<file path="config.mk">
export PLATFORM = sky130hd
export DESIGN_NAME = conv2_window_buf_flat
export DESIGN_NICKNAME = d
export VERILOG_FILES = /design/src/rtl/cnn_pkg.sv /design/src/rtl/conv2_window_buf_if.sv /design/src/rtl/conv2_line_fifo.sv /design/src/rtl/conv2_window_buf.sv /design/src/flat_wrapper.sv
export SDC_FILE = /design/constraint.sdc
export NUM_CORES = 1
export LEC_CHECK = 0
export ABC_CLOCK_PERIOD_IN_PS = 1500
export CAP_MARGIN = 20
export CORE_MARGIN = 5
export CORE_UTILIZATION = 45
export CTS_CLUSTER_SIZE = 8
export DETAILED_ROUTE_END_ITERATION = 12
export PLACE_DENSITY = 0.65
export REMOVE_ABC_BUFFERS = 1
export SLEW_MARGIN = 20
export SYNTH_ARGS = -nofsm -noshare
export SYNTH_HDL_FRONTEND = slang
export SYNTH_HIERARCHICAL = 1
export SYNTH_SLANG_ARGS = --single-unit
</file>
<file path="constraint.sdc">
create_clock -name clk -period 1.5 [get_ports clk]
set_input_delay 0.3 -clock clk [delete_from_list [all_inputs] [get_ports clk]]
set_output_delay 0.3 -clock clk [all_outputs]
set_load 0.02 [all_outputs]
</file>
<file path="src/rtl/cnn_pkg.sv">
// Shared constants and types for the conv2 window path: window geometry,
// the tap-index helper that fixes weight-file ordering, the default pixel
// type and the debug snapshot exported by the window buffer.
package cnn_pkg;

  localparam int FILTER_SIZE = 5;
  localparam int TAPS        = FILTER_SIZE * FILTER_SIZE;
  localparam int PIXEL_BITS  = 12;

  typedef logic [PIXEL_BITS-1:0] pixel_t;

  // Raster position of the pixel being accepted and whether it completes a window.
  typedef struct packed {
    logic [7:0] row;
    logic [7:0] col;
    logic       win_valid;
  } conv2_dbg_t;

  // Tap k = r*FILTER_SIZE + c; r=0 is the oldest (top) row, c=0 the oldest (left) column.
  function automatic int tap(input int r, input int c);
    return r * FILTER_SIZE + c;
  endfunction

endpackage

</file>
<file path="src/rtl/conv2_window_buf_if.sv">
// Pixel-in / window-out bundle of one conv2 window buffer.
// Optional macro: CONV2_BUF_FRAME_DONE_EN adds the frame_done pulse.
//
// Handshake: valid-only, no ready. data_in is consumed on every rising edge
// where valid_in is 1. valid_out_buf is a one-cycle strobe announcing that
// data_out carries a new window; the consumer must take every strobe, and
// data_out stays stable until the next strobe.
interface conv2_window_buf_if #(
  parameter int DATA_BITS = 12,
  parameter int TAPS      = 25
);

  logic                      valid_in;
  logic [DATA_BITS-1:0]      data_in;
  logic [TAPS*DATA_BITS-1:0] data_out;
  logic                      valid_out_buf;
`ifdef CONV2_BUF_FRAME_DONE_EN
  logic                      frame_done;
`endif

`ifdef CONV2_BUF_FRAME_DONE_EN
  // Pixel source / window consumer side.
  modport master (
    output valid_in, data_in,
    input  data_out, valid_out_buf, frame_done
  );

  // Window buffer side.
  modport slave (
    input  valid_in, data_in,
    output data_out, valid_out_buf, frame_done
  );
`else
  // Pixel source / window consumer side.
  modport master (
    output valid_in, data_in,
    input  data_out, valid_out_buf
  );

  // Window buffer side.
  modport slave (
    input  valid_in, data_in,
    output data_out, valid_out_buf
  );
`endif

endinterface

</file>
<file path="src/rtl/conv2_line_fifo.sv">
// One feature-map row of delay: a DEPTH-deep shift register that advances
// only on accepted pixels. dout_o is the pixel accepted DEPTH pixels ago,
// i.e. the same column one row up. Contents are not reset; the window
// buffer's row guard hides whatever is left over.
module conv2_line_fifo #(
  parameter int DEPTH     = 12,
  parameter int DATA_BITS = 12
) (
  input  logic                 clk,
  input  logic                 en_i,
  input  logic [DATA_BITS-1:0] din_i,
  output logic [DATA_BITS-1:0] dout_o
);

  logic [DATA_BITS-1:0] mem_q [DEPTH];

  // Shift one slot per accepted pixel; the oldest entry drops off the end.
  always_ff @(posedge clk) begin
    if (en_i) begin
      mem_q[0] <= din_i;
      for (int i = 1; i < DEPTH; i++) begin
        mem_q[i] <= mem_q[i-1];
      end
    end
  end

  assign dout_o = mem_q[DEPTH-1];

endmodule

</file>
<file path="src/rtl/conv2_window_buf.sv">
// conv2 window buffer: turns a raster-scan pixel stream from one pool1
// channel into a FILTER_SIZE x FILTER_SIZE sliding window (stride 1, no
// padding) with a one-cycle valid strobe.
// Optional macro: CONV2_BUF_FRAME_DONE_EN adds frame_done, a pulse on the
// strobe of the last window of each frame.
module conv2_window_buf
  import cnn_pkg::*;
#(
  parameter int WIDTH     = 12,
  parameter int HEIGHT    = 12,
  parameter int DATA_BITS = 12
) (
  input  logic               clk,
  input  logic               rst_n,
  conv2_window_buf_if.slave  bus,
  output conv2_dbg_t         dbg_o
);

  localparam int CW = $clog2(WIDTH);
  localparam int RW = $clog2(HEIGHT);
  localparam int NF = FILTER_SIZE - 1;   // number of line FIFOs
  localparam int OW = TAPS * DATA_BITS;

  typedef logic [DATA_BITS-1:0] pix_t;

  logic [CW-1:0] col_q, col_d;
  logic [RW-1:0] row_q, row_d;
  pix_t          win_q [FILTER_SIZE][FILTER_SIZE];
  pix_t          win_d [FILTER_SIZE][FILTER_SIZE];
  pix_t          fifo_in  [NF];
  pix_t          fifo_out [NF];
  pix_t          new_col  [FILTER_SIZE];
  logic [OW-1:0] data_out_q, data_out_d;
  logic          valid_out_q;
  logic          last_col, last_row;
  logic          win_valid;

  // Line FIFO chain: FIFO i delays by i+1 rows.
  for (genvar i = 0; i < NF; i++) begin : g_line
    conv2_line_fifo #(
      .DEPTH     (WIDTH),
      .DATA_BITS (DATA_BITS)
    ) u_fifo (
      .clk    (clk),
      .en_i   (bus.valid_in),
      .din_i  (fifo_in[i]),
      .dout_o (fifo_out[i])
    );
  end

  // Route the new pixel and FIFO outputs: bottom row gets the live pixel,
  // each row above gets the same column from one more row back.
  always_comb begin
    fifo_in[0]          = bus.data_in;
    new_col[NF]         = bus.data_in;
    for (int i = 1; i < NF; i++) begin
      fifo_in[i] = fifo_out[i-1];
    end
    for (int i = 0; i < NF; i++) begin
      new_col[NF-1-i] = fifo_out[i];
    end
  end

  // Raster counters, window shift and the next registered window image.
  always_comb begin
    last_col   = (col_q == CW'(WIDTH - 1));
    last_row   = (row_q == RW'(HEIGHT - 1));
    // Rows 0..NF-1 of a frame never complete a window, which also masks
    // stale line-FIFO contents left from the previous frame or a reset.
    win_valid  = bus.valid_in &&
                 (row_q >= RW'(FILTER_SIZE - 1)) &&
                 (col_q >= CW'(FILTER_SIZE - 1));
    col_d      = col_q;
    row_d      = row_q;
    win_d      = win_q;
    data_out_d = data_out_q;
    if (bus.valid_in) begin
      if (last_col) begin
        col_d = '0;
        row_d = last_row ? '0 : row_q + RW'(1);
      end else begin
        col_d = col_q + CW'(1);
      end
      for (int r = 0; r < FILTER_SIZE; r++) begin
        for (int c = 0; c < NF; c++) begin
          win_d[r][c] = win_q[r][c+1];
        end
        win_d[r][NF] = new_col[r];
      end
    end
    if (win_valid) begin
      for (int r = 0; r < FILTER_SIZE; r++) begin
        for (int c = 0; c < FILTER_SIZE; c++) begin
          data_out_d[tap(r, c)*DATA_BITS +: DATA_BITS] = win_d[r][c];
        end
      end
    end
  end

  // Counter, window and output registers.
  always_ff @(posedge clk or negedge rst_n) begin
    if (!rst_n) begin
      col_q       <= '0;
      row_q       <= '0;
      data_out_q  <= '0;
      valid_out_q <= 1'b0;
      for (int r = 0; r < FILTER_SIZE; r++) begin
        for (int c = 0; c < FILTER_SIZE; c++) begin
          win_q[r][c] <= '0;
        end
      end
    end else begin
      col_q       <= col_d;
      row_q       <= row_d;
      data_out_q  <= data_out_d;
      valid_out_q <= win_valid;
      win_q       <= win_d;
    end
  end

`ifdef CONV2_BUF_FRAME_DONE_EN
  logic frame_done_q;

  // Pulse alongside the strobe of the frame's bottom-right window.
  always_ff @(posedge clk or negedge rst_n) begin
    if (!rst_n) begin
      frame_done_q <= 1'b0;
    end else begin
      frame_done_q <= win_valid && last_col && last_row;
    end
  end

  assign bus.frame_done = frame_done_q;
`endif

  assign bus.data_out      = data_out_q;
  assign bus.valid_out_buf = valid_out_q;

  assign dbg_o.row       = 8'(row_q);
  assign dbg_o.col       = 8'(col_q);
  assign dbg_o.win_valid = win_valid;

endmodule

</file>
<file path="src/flat_wrapper.sv">
// flat-port wrapper written by rule: the top's interface ports become plain ports
module conv2_window_buf_flat import cnn_pkg::*;
#(
  parameter int WIDTH     = 12,
  parameter int HEIGHT    = 12,
  parameter int DATA_BITS = 12
)
  (clk, rst_n, dbg_o, bus_valid_in, bus_data_in, bus_data_out, bus_valid_out_buf);
  conv2_window_buf_if #(.DATA_BITS(DATA_BITS), .TAPS(TAPS)) bus_i ();
  input  logic clk;
  input  logic rst_n;
  output conv2_dbg_t dbg_o;
  input wire logic [$bits(bus_i.valid_in)-1:0] bus_valid_in;
  input wire logic [$bits(bus_i.data_in)-1:0] bus_data_in;
  output wire logic [$bits(bus_i.data_out)-1:0] bus_data_out;
  output wire logic [$bits(bus_i.valid_out_buf)-1:0] bus_valid_out_buf;
  assign bus_i.valid_in = bus_valid_in;
  assign bus_i.data_in = bus_data_in;
  assign bus_data_out = bus_i.data_out;
  assign bus_valid_out_buf = bus_i.valid_out_buf;
  conv2_window_buf #(.WIDTH(WIDTH), .HEIGHT(HEIGHT), .DATA_BITS(DATA_BITS)) u_core (.clk(clk), .rst_n(rst_n), .bus(bus_i), .dbg_o(dbg_o));
endmodule
</file>
==> out/results.ini <==
[place]
port_buffers = 324
place.gp.congestion = 0.737
place.detailed.hpwl_um = 41500
place_area_mm2 = 0.0456

[sta]
setup_ws_ns = -0.504
rsz0062_at_grt = true
hold_slack_ns = -0.00173
hold_viol_final = 1
fin_crit_sh_pct = 134
finalMaxSlewViolations = 0
worst_clock_skew_ns = 0.0189
finalSetupViolations = 611
period_minus_slack_ns = 2.00
max_freq_mhz = 499

[floorplan]
io_pins = 333
rows = 109
fp.coreArea_mm2 = 0.0885
die_h_um = 309
die_w_um = 309
dieArea_mm2 = 0.0954
initial_core_util_pct = 45.4

[outcome]
violations = hold timing, setup timing
outcome = complete, but fails checks

[clocking]
cts_buffers = 166
postCtsHoldBufs = 1
root_buffer = clkbuf_16
clock-sinks = 1185
cts_buffer_depth = 3
clock_latency_ns = 0.71
tritoncts = yes
clkTransAtPathRegs_ns = 0.05
h-tree-depth = 4

[logic_synthesis]
syn_area_per_cell_um2 = 21.2
synth_area_mm2 = 0.0402
yosysUniqueCellTypes = 21
synth_warnings = 6
synth-seq-cells = 1185
synth-seq-area-share_pct = 80.9
synthCells = 1896

[grt]
grt_util_met3_pct = 5.48
grt_max_degree = 75
antenna_found_initial = 0
track_usage_pct = 14.4
grt_use_met1_pct = 19.9
grt_pass1_vias = 20200
gr-usage-met2_pct = 21.4
overflow = 0
grt_pass1_wl_um = 110000
busiest_layer = met2

[min_path]
hold_class = primary input to flip-flop

[worst_setup_path]
crit_fanout = 19
ff2ff_setup_slack_ns = -0.50
crit_required_ns = 2.08
crit_type = flip-flop to flip-flop
end_kind = flip-flop
start_kind = flip-flop
crit_arrival_ns = 2.59

[power_and_ir_drop]
power.static_leakage_nw = 20.8
power_density_mw_per_mm2 = 2080
total_power_w = 0.107
irDropWorstVdd_mv = 1.46

[run]
drv_cap = 0

[routing]
drt_pass1_iterations = 4
vias = 18400
viasPerCell = 4.86
drt_iter0_markers = 768
drtAntennaViolNets = 0
drc = 0
routedWlPerCell_um = 18.2
wirelength_um = 68700

[final_layout]
nets = 2515
postLayoutCellArea_mm2 = 0.0514
final_layout_size_suffix_gt1_share_pct = 48.8
fill_cells = 6540
syn_to_final_growth_pct = 27.9

logic make-up (layout without fill, tap and decap cells):
logic type | Yosys count | in the layout | synth area share [%]
xor gates and xnor gates | 1 | 1 | 0.0218
buffers and inverters | 77 | 792 | 1.53
muxes | 603 | 603 | 17.1
AOI/OAI and AO/OA | 6 | 6 | 0.106
other | 1 | 9 | 0.00933
adders and majority gates | 2 | 2 | 0.0622
and+or+nand+nor | 21 | 21 | 0.271
DFF | 1185 | 1185 | 80.9
worst max-delay path, cell delays in order, from the launching register on:
cell       delay (ns)
dfrtp_1          0.41
o221ai_4         0.31
buf_4            0.23
buf_8            0.22
bufbuf_16        0.35
mux2_2           0.35
timing repair:
action | CTS | global route
pin swaps | 1 | 1
gates resized for setup | 1877 | 5
endpoints found under the setup margin | 610 | 611
endpoints found under the hold margin | 508 | 1
gates cloned | 1 | 4
buffers inserted | 56 | 1
cells in the final DEF, fill, tap and decap left out, types with 2 or more instances in the layout:
cell             instances
and4b_1                  2
buf_12                  26
buf_16                   4
buf_4                  141
buf_6                  311
buf_8                    4
clkbuf_1               106
clkbuf_16              175
clkbuf_8                 2
clkdlybuf4s50_1         12
conb_1                   8
dfrtp_1                609
edfxtp_1               576
ha_1                     2
inv_16                   3
inv_6                    3
mux2_2                 583
mux2_4                  20
nand2_1                 10
nand3_1                  2
nor2_1                   4
o21ai_0                  4
stage by stage:
step	utilization, %	setup WS, ns	std cells	hold WS [ns]	setup TNS [ns]
after CTS	58.0	-0.597	3778	-0.0545	-167.16
after floorplan	-	-9.54	1827	0.00441	-2560.94
after detailed placement	51.5	-0.534	3433	0.405	-133.54
after global routing	58.1	-0.585	3783	-0.0468	-171.84
after global placement	51.5	-0.519	3433	0.401	-113.69
final	58.1	-0.504	3784	-0.00173	-123.98
cell usage after synthesis (all sizes together):
master / number / share of area, %
or4b: 1 / 0.025
nor2: 4 / 0.037
o21ai: 4 / 0.050
inv: 1 / 0.0093
nand3b: 1 / 0.019
nand4b: 1 / 0.022
nand3: 2 / 0.025
and4b: 2 / 0.050
a21boi: 1 / 0.019
o221ai: 1 / 0.037
xnor2: 1 / 0.022
ha: 2 / 0.062
dfrtp: 609 / 38
mux2: 603 / 17
edfxtp: 576 / 43
buf: 76 / 1.5
conb: 1 / 0.0093
nand2: 10 / 0.093
final cells by class:
type                    instances  area, um^2  share of cell area [%]
inverters                       1        3.75                 0.00730
flip-flops and latches       1185       32500                    63.3
multi-input cells             641        7090                    13.8
clock inverters                 8         108                   0.209
clock buffers                 280        4730                    9.20
diodes                          1        2.50                 0.00487
repair buffers                503        5490                    10.7
well taps                    1165        1460                    2.83
final timing paths:
path,from,end,cells past startpoint
setup / recovery,u_core/col_q[2],u_core/bus.data_out[150],5
hold / removal,bus_valid_in,u_core/bus.valid_out_buf,3
setup reg to reg,u_core/col_q[2],u_core/bus.data_out[150],5
hold reg to reg,u_core/g_line[0].u_fifo/mem_q[10][10],u_core/g_line[0].u_fifo/mem_q[11][10],0
max in group asynchronous,rst_n,u_core/bus.data_out[195],4
min in group asynchronous,rst_n,u_core/bus.data_out[47],3
per-layer routing:
metal | routed length (um) | part of all wire (%)
met1 | 31000 | 45
met2 | 31300 | 46
met3 | 5110 | 7.4
met5 | 0 | 0
met4 | 1290 | 1.9
registers in the layout, summed over array words and instances, names as in the netlist:
| signal | count |
|---|---|
| u_core/g_line.u_fifo/mem_q | 576 |
| u_core/bus.data_out | 300 |
| u_core/win_q | 300 |
| u_core/col_q | 4 |
| u_core/row_q | 4 |
| u_core/bus.valid_out_buf | 1 |
where the power goes:
group	internal (W)	leakage, nW	switching (W)
clock	0.0212	2.31	0.0128
combinational	0.0152	5.66	0.0122
sequential	0.0412	12.8	0.00439
Power figures use the tool's default switching activity.
